===== src/rtl/pwm_pkg.sv =====
// Shared definitions for the PWM driver: default word width and the word type.
package pwm_pkg;

  localparam int PWM_SIZE_DFLT = 16;

  typedef logic [PWM_SIZE_DFLT-1:0] pwm_word_t;

endpackage : pwm_pkg


===== src/rtl/pwm_period_counter.sv =====
// Period counter: runs 0..per_sh-1 and strobes a shadow load on the terminal cycle
// or on every cycle while the shadowed period is zero (driver disabled).
module pwm_period_counter
  import pwm_pkg::*;
#(
  parameter int PWM_SIZE = PWM_SIZE_DFLT
) (
  input  logic                clk,
  input  logic                rst,
  input  logic [PWM_SIZE-1:0] per_sh,
  output logic [PWM_SIZE-1:0] cnt,
  output logic                load
);

  logic [PWM_SIZE-1:0] cnt_q;
  logic [PWM_SIZE-1:0] cnt_d;
  logic                disabled;
  logic                terminal;

  always_comb begin
    disabled = (per_sh == '0);
    terminal = 1'b0;
    // per_sh-1 is only evaluated when per_sh is non-zero, so it cannot underflow.
    if (!disabled) begin
      terminal = (cnt_q == per_sh - 1'b1);
    end
    load  = disabled || terminal;
    cnt_d = cnt_q + 1'b1;
    if (load) begin
      cnt_d = '0;
    end
  end

  always_ff @(posedge clk) begin
    if (rst) begin
      cnt_q <= '0;
    end else begin
      cnt_q <= cnt_d;
    end
  end

  assign cnt = cnt_q;

endmodule : pwm_period_counter


===== src/rtl/pwm_driver.sv =====
// Single-channel PWM generator with period/duty shadowed until a period boundary,
// so the output never carries a truncated or runt pulse.
module pwm_driver
  import pwm_pkg::*;
#(
  parameter int PWM_SIZE = PWM_SIZE_DFLT
) (
  input  logic                clk,
  input  logic                rst,
  input  logic [PWM_SIZE-1:0] pwm_period,
  input  logic [PWM_SIZE-1:0] pwm_duty,
  output logic                pwm_out
);

  logic [PWM_SIZE-1:0] per_sh_q;
  logic [PWM_SIZE-1:0] per_sh_d;
  logic [PWM_SIZE-1:0] duty_sh_q;
  logic [PWM_SIZE-1:0] duty_sh_d;
  logic                pwm_out_q;
  logic                pwm_out_d;
  logic [PWM_SIZE-1:0] cnt;
  logic                load;

  pwm_period_counter #(
    .PWM_SIZE(PWM_SIZE)
  ) u_counter (
    .clk   (clk),
    .rst   (rst),
    .per_sh(per_sh_q),
    .cnt   (cnt),
    .load  (load)
  );

  always_comb begin
    per_sh_d  = per_sh_q;
    duty_sh_d = duty_sh_q;
    if (load) begin
      per_sh_d  = pwm_period;
      duty_sh_d = pwm_duty;
    end
    // Compare uses the shadowed settings only; inputs never reach the output directly.
    pwm_out_d = (per_sh_q != '0) && (cnt < duty_sh_q);
  end

  always_ff @(posedge clk) begin
    if (rst) begin
      per_sh_q  <= '0;
      duty_sh_q <= '0;
      pwm_out_q <= 1'b0;
    end else begin
      per_sh_q  <= per_sh_d;
      duty_sh_q <= duty_sh_d;
      pwm_out_q <= pwm_out_d;
    end
  end

  assign pwm_out = pwm_out_q;

endmodule : pwm_driver


===== config.mk =====
export PLATFORM = sky130hd
export DESIGN_NAME = pwm_driver
export DESIGN_NICKNAME = d
export VERILOG_FILES = /design/src/rtl/pwm_pkg.sv /design/src/rtl/pwm_period_counter.sv /design/src/rtl/pwm_driver.sv
export SDC_FILE = /design/constraint.sdc
export NUM_CORES = 1
export LEC_CHECK = 0
export ABC_CLOCK_PERIOD_IN_PS = 3200
export CORE_MARGIN = 2
export CORE_UTILIZATION = 56
export DETAILED_ROUTE_END_ITERATION = 7
export GPL_ROUTABILITY_DRIVEN = 0
export HOLD_SLACK_MARGIN = 0.15
export PLACE_DENSITY = 0.8
export SYNTH_ARGS = -nofsm -noshare
export SYNTH_HDL_FRONTEND = slang
export SYNTH_HIERARCHICAL = 1
export SYNTH_SLANG_ARGS = --single-unit
export TNS_END_PERCENT = 50

===== constraint.sdc =====
create_clock -name clk -period 3.2 [get_ports clk]
set_clock_uncertainty 0.2 [all_clocks]
set_input_delay 0.48 -clock clk [delete_from_list [all_inputs] [get_ports clk]]
set_output_delay 0.48 -clock clk [all_outputs]
set_load 0.01 [all_outputs]

# Word level (Yosys, flattened, before mapping)
# Index checks and enable logic that the tools add are counted.
dict set report totals {
  ff_bits 49
  in_bits 34
  out_inout_bits 1
  elab_cells 14
}
dict set report op_classes {
  add_sub_neg 2
  n_lt_le_gt_ge 1
  eq_ne 1
  mux 1
  reduce_logical 5
}
# op count
set op_table {}
lappend op_table {{16-bit by 1-bit adder with 16-bit output, second input constant} 1}
lappend op_table {{16-bit == test} 1}
lappend op_table {{16-bit zero test} 1}
lappend op_table {{16-bit < comparator} 1}
lappend op_table {{16-bit nonzero test} 1}
lappend op_table {{16-bit by 1-bit subtractor with 16-bit output, second input constant} 1}
lappend op_table {{2-bit OR reduction} 1}
lappend op_table {{1-bit logical AND} 1}
lappend op_table {{1-bit logical OR} 1}
lappend op_table {{1-bit two-way mux} 1}

# Depth between registers and ports, before layout
# Gate-level depths: netlist (run 1).
dict set report logic_depth {
  word_depth 5
  ltp_mapped 13
  depth_no_buf 11
}

# Modules after synthesis
# The synthesis (run 1) kept the hierarchy.
# module instances cells_each area_each_um2 seq_area_each_um2
set by_module_without_submodules {}
lappend by_module_without_submodules {pwm_driver 1 164 1561.5 660.6}
lappend by_module_without_submodules {pwm_period_counter 1 160 1372.6 320.3}

# Worst setup path before layout (run 1)
# Ideal clock, no wire load.
dict set report synth_timing {
  path_type {register -> register}
  from {reg per_sh_q[0]}
  to {reg duty_sh_q[0]}
  setup_ps 128
  arrival_ps 2587
  t_required_ps 2872
  setup_slack_ps 285
  stages_incl_launch_ff 14
  path_buffers 2
  period_less_slack_ps 2915
  cell_sequence {dfxtp_1 > inv_1 > ha_1 > nor3b_2 > nand3_1 > mux2_1 > mux2i_1 > o22a_2 > nor3_1 > or2_2 > buf_2 > buf_4 > mux2i_1 > nor2_1}
}
dict set report synth_via {
  elab_chain_len 4
  word_cells_on_any_way 5
  cone_classes {1 x add/sub; 1 x eq/ne; 1 x mux; 2 x reduce/logical}
}
# item line_no
set synth_lines {}
lappend synth_lines {{start, declared} pwm_driver.sv:15} ;# logic [PWM_SIZE-1:0] per_sh_q;
lappend synth_lines {{start signal, assigned} pwm_driver.sv:51} ;# per_sh_q <= per_sh_d;
lappend synth_lines {{16-bit by 1-bit subtractor with 16-bit output} pwm_period_counter.sv:25} ;# terminal = (cnt_q == per_sh - 1'b1);
lappend synth_lines {{16-bit == test} pwm_period_counter.sv:25}
lappend synth_lines {{1-bit two-way mux} pwm_period_counter.sv:24} ;# if (!disabled) begin
lappend synth_lines {{1-bit logical OR *} pwm_period_counter.sv:27} ;# load = disabled || terminal;
lappend synth_lines {{via load} pwm_driver.sv:22} ;# logic load;
lappend synth_lines {{end signal, assigned} pwm_driver.sv:52} ;# duty_sh_q <= duty_sh_d;
lappend synth_lines {{end, declared} pwm_driver.sv:17} ;# logic [PWM_SIZE-1:0] duty_sh_q;
# Mark *: on every way through the listed nets, which the timed path passes. The rest lies on a longest branch.
# A chain may end at the register's enable or synchronous reset.

# Final worst setup path (run 1)
dict set report layout_timing {
  from {reg per_sh_q[7]}
  to {reg duty_sh_q[1]}
}
# The elaborated chain is that of the path after synthesis.

==> results by stage, run 1 <==
STA:
- The number of pins with negative max-slew slack in the final report is 0.
- The worst-margin pin slew is 473 ps.
- Setup violations remaining at the end of the flow were counted as 0.
- The time the worst path needs with I/O delays and setup is 2950 ps.
- For this run, the top clock speed supported by timing is between 0.3 and 0.4 GHz.
- The max-slew headroom at the worst pin is 0.682.
- The total count of hold-check failures in the final report is 0.
- Setup repair after global routing left no endpoint under its margin.
- The final cycle utilization of the critical path is 0.923.
- Setup total negative slack on the finished layout was measured at 0 ps.

Floorplan:
- The placeable core region is 5070 µm².
- The top-level port count is 35.
- The die covers 5830 µm².
- The number of standard-cell rows in the floorplan is 26.
- The effective utilization at floorplan is 0.578.
- In this run the horizontal extent of the chip is 76.4 µm.
- The die is 76.4 µm tall.

Critical path:
- Data on the critical path arrives at its endpoint at about 3000 ps.
- The setup path with the least slack is of type flip-flop to flip-flop.
- The maximum net fanout on the critical path is 32.
- The type of origin of the critical path is a flip-flop.
- STA classifies the critical path endpoint as a flip-flop.
- The critical path required time is 3200 ps.
- The worst register-to-register path has a depth of 10.

Routing:
- The count of vias placed by the detailed router is 2,472.
- In the final routed layout, each cell accounts on average for 15.0 µm.
- The final layout contains routed wiring with a total length of 6520 µm.
- In this run, the number of DRC markers left after iteration 0 of detailed routing was 212.
- The via density per instance is approximately 5.7.
- The number of iterations in the first detailed-routing pass is 5.
- In the routed design, unresolved DRC markers number 0.
- The detail route stage leaves a number of antenna-violating nets equal to 0.

Logic synthesis:
- The number of synthesized register bits is 49.
- The commonest cells after synthesis are sky130_fd_sc_hd__dfxtp_1, sky130_fd_sc_hd__nor2_1, sky130_fd_sc_hd__mux2i_1.
- The average cell area after synthesis is 9.06 µm².
- Counting every net in the synthesized netlist gives 375.
- The synthesized design contains 0 enable-type register cells.
- For this run, the register share of the synthesized area comes to 0.334.
- The cell taking the most area after synthesis is sky130_fd_sc_hd__dfxtp_1.
- In the synthesized netlist the dominant register cell turns out to be sky130_fd_sc_hd__dfxtp_1.
- After technology mapping, the gate count stands at between 300 and 400.
- The number of different library cells in the post-synthesis netlist is 51.
- The share of synthesized area in the top cell type comes to 0.334.
- In the synthesized netlist the async set-or-reset flop fraction comes to 0.
- The synthesized netlist occupies a cell area of 2930 µm².
- By area the synthesized netlist is led by sky130_fd_sc_hd__dfxtp_1, sky130_fd_sc_hd__mux2i_1, sky130_fd_sc_hd__ha_1, sky130_fd_sc_hd__xor2_1, sky130_fd_sc_hd__nor2_1.
- The number of warnings issued by yosys is 6.

Hold path:
- The worst hold path was traced through 2 stages.
- The min-delay analysis places its worst path in the category flip-flop to flip-flop.

Global routing:
- The initial antenna violation count is 0.
- The leftover overflow at the end of global routing is 0.
- Entering global routing, the biggest net connects 33 pins.
- The total routing resource utilization after global routing is 0.232.
- The first global-routing pass estimated 11,100 µm of wire.
- The via count of the first global-routing pass is about 2,300.

Power:
- The switching fraction of total power is 0.388.
- The share of total power dissipated in the clock network is 0.161.
- The share of total power dissipated in sequential elements is 0.345.
- The analysis attributes to cell leakage a power of 0.00136 µW.
- Of the total power, combinational logic draws 0.494.
- The analysis attributes to net switching a power of 923 µW.
- The internal power of the cells totals about 1500 µW.
- For this design the ratio of total power to cell area is around 680 nW/µm².
- Across the VDD grid, the largest voltage drop is between 0.4 and 0.5 mV.

Final layout:
- Measured on the finished design, the core utilization comes to 0.686.
- The area growth from synthesis to layout is 18.6%.
- The count of inserted antenna diode cells is 0.
- In the final design database the tool counted slightly above 400 nets.
- The fraction of layout cells with a size suffix above 1 is 0.121.

Placed design:
- The sum of net half-perimeters after detailed placement is about 4700 µm.
- The count of input and output buffers is 34.

Clock network:
- The cell sitting at the root of the clock tree is a sky130_fd_sc_hd__clkbuf_8.
- The H-tree was split into 2 levels.
- For this design, the sink count on the clock tree is 49.
- The CTS tree is built.
- Buffers inserted during clock tree synthesis total 5.
- The number of buffers between clock root and the deepest sink is 2.
- After clock tree synthesis, the clock-pin slew on the worst setup and hold paths is 90 ps.
- At the later pin of the worst-skew pair, clock insertion delay measures 310 ps.

Status:
- The flow ran to the end, and the final reports show no timing, DRC or antenna violations.

Flow run:
- Max-cap violations in this run came to 0.
## what timing repair did
item	in CTS	in global routing
setup endpoints to repair	0	28
hold buffers	0	0
buffers inserted	0	2
gates resized for setup	0	2
## flip-flops by register name, summed over array words and instances (netlist names)
register       count
duty_sh_q         16
per_sh_q          16
u_counter/cnt     16
pwm_out            1
## placed cells by master, fill, tap and decap left out, types with 9 or more instances in the layout
cell,instances
sky130_fd_sc_hd__dfxtp_1,49
sky130_fd_sc_hd__xor2_1,22
sky130_fd_sc_hd__nand2_1,9
sky130_fd_sc_hd__mux2i_1,34
sky130_fd_sc_hd__xnor2_1,13
sky130_fd_sc_hd__nor2_2,10
sky130_fd_sc_hd__inv_1,19
sky130_fd_sc_hd__nand3_1,14
sky130_fd_sc_hd__buf_4,9
sky130_fd_sc_hd__clkdlybuf4s50_1,34
sky130_fd_sc_hd__ha_1,16
sky130_fd_sc_hd__nor2_1,49
## area by class of cell
cell class              instances  area [µm²]
multi-input cells             244        1820
inverters                      19        71.3
clock inverters                 2        13.8
well taps                      70        87.6
clock buffers                   6        82.6
flip-flops and latches         49         981
fillers                       400        1590
repair buffers                 44         428
## power groups by stage
stage          combinational, µW  sequential [µW]  clock, µW
6_report                    1170              821        384
2_1_floorplan                935              803          0
5_1_grt                     1300              833        420
3_3_place_gp                1100              827          0
3_5_place_dp                1130              830          0
4_1_cts                     1140              817        395
## worst max-delay path: stages, from the launching register on
cell and delay, ps:
sky130_fd_sc_hd__dfxtp_1 420, sky130_fd_sc_hd__nor3_1 470, sky130_fd_sc_hd__nand3_1 240, sky130_fd_sc_hd__mux2_1 370, sky130_fd_sc_hd__mux2i_1 150, sky130_fd_sc_hd__o22a_2 190
sky130_fd_sc_hd__nor3_1 50, sky130_fd_sc_hd__or2_2 300, sky130_fd_sc_hd__buf_12 190, sky130_fd_sc_hd__mux2i_1 190, sky130_fd_sc_hd__nor2_1 60
## cells by family after synthesis
group           Yosys count  share of synthesized area
compound gates           30                     0.0806
xor+xnor                 35                      0.104
fa+ha+maj                17                     0.0725
buf+inv                  31                     0.0495
flops                    49                      0.334
mux                      36                      0.124
simple gates            126                      0.235
## per-layer routing
metal  up-vias  wire [µm]  global-route usage
li1       1210          -                   -
met1      1155       2980               0.312
met2        93       3020               0.376
met3        14        405              0.0533
met4         0        121              0.0636
met5         -          0                   0
## final timing paths
check	from	endpoint	slack [ps]
worst max register to register	per_sh_q[7]	duty_sh_q[1]	250
worst max-delay path	per_sh_q[7]	duty_sh_q[1]	250
worst min-delay path	duty_sh_q[4]	duty_sh_q[4]	300
worst min register to register	duty_sh_q[4]	duty_sh_q[4]	300
## stage by stage
stage / power, µW / setup slack, ps / instance area, µm² / instances / hold slack [ps]
floorplan: 1740 / 285 / 2930 / 324 / 250
global route: 2550 / 7.76 / 3480 / 434 / 346
CTS: 2350 / 186 / 3460 / 432 / 308
global placement: 1930 / 330 / 3360 / 424 / 268
finish: 2380 / 246 / 3480 / 434 / 303
detailed placement: 1960 / 211 / 3360 / 424 / 286
No activity file was read; power rests on OpenSTA's default activity.
==> run 2, diff against run 1 <==
- CORE_UTILIZATION: 56 -> 58
- CTS_BUF_LIST: default -> sky130_fd_sc_hd__clkbuf_4 sky130_fd_sc_hd__clkbuf_8
- PLACE_DENSITY: 0.8 -> 0.82
==> results by stage, run 2 (same netlist as run 1, synthesis figures left out) <==
Status:
- The flow ran to the end, but the final reports show violations.
- The final reports fail on DRC.

Routing:
- The final route contains 2,512 vias.
- The detailed router finished its first iteration with 272 violations.
- The post-detailed-route count of antenna-violating nets is 0.
- The number of iterations in the first detailed-routing pass is 8.
- The total wire length after detailed routing is 6830 µm.
- The uppermost layer routed is met4.
- The detailed route wirelength on metal3 is 543 µm.
- In the routed design, unresolved DRC markers number 1.
- The via density per instance is 5.84.
- The amount of wire on met2 after detailed routing is 3250 µm.
- The wire length on met1 is 2940 µm.
- Dividing the detail-routed wire length by the instance count gives 15.9 µm.

Final layout:
- The number of antenna diodes in the final layout is 0.
- The footprint of the multi-input gates is 1820 µm².
- The area growth from synthesis to layout is 18.5%.
- The sequential cells in the finished layout cover a total of 981 µm².
- The post-layout utilization of the core is 0.727.
- The final net count is 414.
- Fill cells in the final layout number 377.
- Of the cells placed in the final design, the portion with a size suffix greater than 1 is 0.121.
- In the layout the commonest cells are sky130_fd_sc_hd__nor2_1, sky130_fd_sc_hd__dfxtp_1, sky130_fd_sc_hd__mux2i_1, sky130_fd_sc_hd__clkdlybuf4s50_1, sky130_fd_sc_hd__xor2_1.

Clock network:
- The clock transition at the registers of the reported paths is 90 ps.
- The number of buffers between clock root and the deepest sink is 2.
- In this run the clock root is driven by a sky130_fd_sc_hd__clkbuf_8.
- The number of buffers created by CTS is 5.
- The count of H-tree levels built during CTS is 2.
- For this design, the sink count on the clock tree is 49.
- In this run the post-CTS setup repair buffer count came out at 0.
- The insertion delay of the later-clocked pin in the worst-skew pair is 300 ps.
- TritonCTS built the clock tree.

STA:
- The total count of hold-check failures in the final report is 0.
- The worst-margin pin slew is 552 ps.
- The number of pins with negative max-slew slack in the final report was 0.
- Setup repair after global routing left no endpoint under its margin.
- The time the worst path needs with I/O delays and setup is 3050 ps.
- The final hold slack is 297 ps.
- The total setup violations reported at the end of the flow is 0.
- The maximum frequency from static timing analysis is 0.328 GHz.
- The final cycle utilization of the critical path is 0.953.
- The post-route setup TNS is 0 ps.
- The max-slew headroom at the worst pin is 0.629.

Power:
- The design draws 2390 µW.
- The static leakage is ~0.0014 µW.
- IR analysis of the VDD net gives a maximum drop of slightly above 0.3 mV.
- The power density over cell area is 686 nW/µm².

Global routing:
- Entering global routing, the biggest net connects 32 pins.
- Summed over all layers, the global routing overflow is 0.
- The initial antenna violation count was 0.
- The total routing resource utilization after global routing is 0.261.
- The first global-routing pass estimated 11,200 µm of wire.
- The via count of the first global-routing pass was 2,332.

Critical path:
- The type of origin of the critical path is a flip-flop.
- At the worst endpoint, the arrival time is about 3000 ps.
- Tracing the worst setup path back leads to its startpoint at per_sh_q[7].
- The signal on the critical path passes through nor3_1 -> nand3_1 -> mux2_1 -> mux2i_1 -> o22a_2 -> nor3_1 -> or2_2 -> buf_12 -> mux2i_1 -> nor2_1.
- The category of the critical setup timing path is flip-flop to flip-flop.
- The count of buffering cells on the critical path with inverters included is 1.
- The kind of capture point of the worst setup path is a flip-flop.
- The kind of cell with the highest combined delay on the critical path is simple AND/OR/NAND/NOR gates.
- The highest cell delay on the worst timing path is 510 ps.
- Along the worst path, the maximum fanout reaches 31.
- The startpoint identified for the worst register-to-register timing path is per_sh_q[7].
- The library cell contributing the largest single delay on the critical path is sky130_fd_sc_hd__nor3_1.
- The critical path required time is 3180 ps.

Floorplan:
- The effective utilization at floorplan is 0.613.
- 35 I/O pins were placed.
- The floorplan has 25 rows.
- The chip width is 75.1 µm.
- The die outline area is 5640 µm².
- The die boundary height is 75.1 µm.
- The floorplan step defined a core boundary enclosing ~4800 µm².

Flow run:
- The tool flagged a number of max-cap violations equal to 0.

Hold path:
- The worst hold path begins at duty_sh_q[0].
- The path class of the lowest-slack min-delay path is flip-flop to flip-flop.

Placed design:
- Detailed placement ended at an HPWL of 4880 µm.
- The count of input and output buffers is 34.
==> run 2: cell types whose count changed in the layout (fill, tap and decap cells not counted), sizes merged <==
cell,previous run,this run
clkinv,2,0
clkinvlp,0,1
==> run 2: final cells by class <==
cell class	instances	area share
sequential	49	0.282
clock buffer	6	0.0237
inverter	19	0.0205
tap	67	0.0241
multi-input combinational	244	0.524
timing repair buffer	44	0.123
clock inverter	1	0.00216
==> run 2: worst paths after layout <==
path / cells past startpoint / slack (ps) / end
max: 10 / 150 / per_sh_q[1]
min: 2 / 300 / duty_sh_q[0]
max reg2reg: 10 / 150 / per_sh_q[1]
min reg2reg: 2 / 300 / duty_sh_q[0]
==> run 2: per-layer routing <==
| layer | global-route usage | up-vias |
|---|---|---|
| met1 | 0.349 | 1171 |
| met3 | 0.0616 | 16 |
| li1 | - | 1211 |
| met4 | 0.0694 | 0 |
| met2 | 0.424 | 114 |
| met5 | 0 | - |
==> run 2: tightest hold or removal path: stages, from the launching register on <==
cell	delay [ps]
sky130_fd_sc_hd__dfxtp_1	330
sky130_fd_sc_hd__mux2i_1	70
sky130_fd_sc_hd__nor2_1	70
==> run 2: report_power, final <==
part | switching (µW) | internal [µW]
clock network | 196 | 171
logic | 626 | 573
registers | 117 | 702
total | 939 | 1450
==> run 2: what timing repair did <==
| item | in CTS | in global routing |
|---|---|---|
| hold buffers | 0 | 0 |
| endpoints found under the setup margin | 0 | 31 |
| gates resized for setup | 0 | 3 |
==> run 2: through the flow <==
| step | setup slack [ps] | instance area [µm²] | cells |
|---|---|---|---|
| after global routing | 35.3 | 3480 | 430 |
| after detailed placement | 182 | 3370 | 423 |
| final | 150 | 3480 | 430 |
| after floorplan | 285 | 2930 | 324 |
| after global placement | 317 | 3370 | 423 |
| after CTS | 152 | 3460 | 430 |
==> run 3, diff against run 2 <==
- SLEW_MARGIN: default -> 20
==> results of run 3 <==
Same layout as run 2: the final DEF is identical, and so are final timing and power.
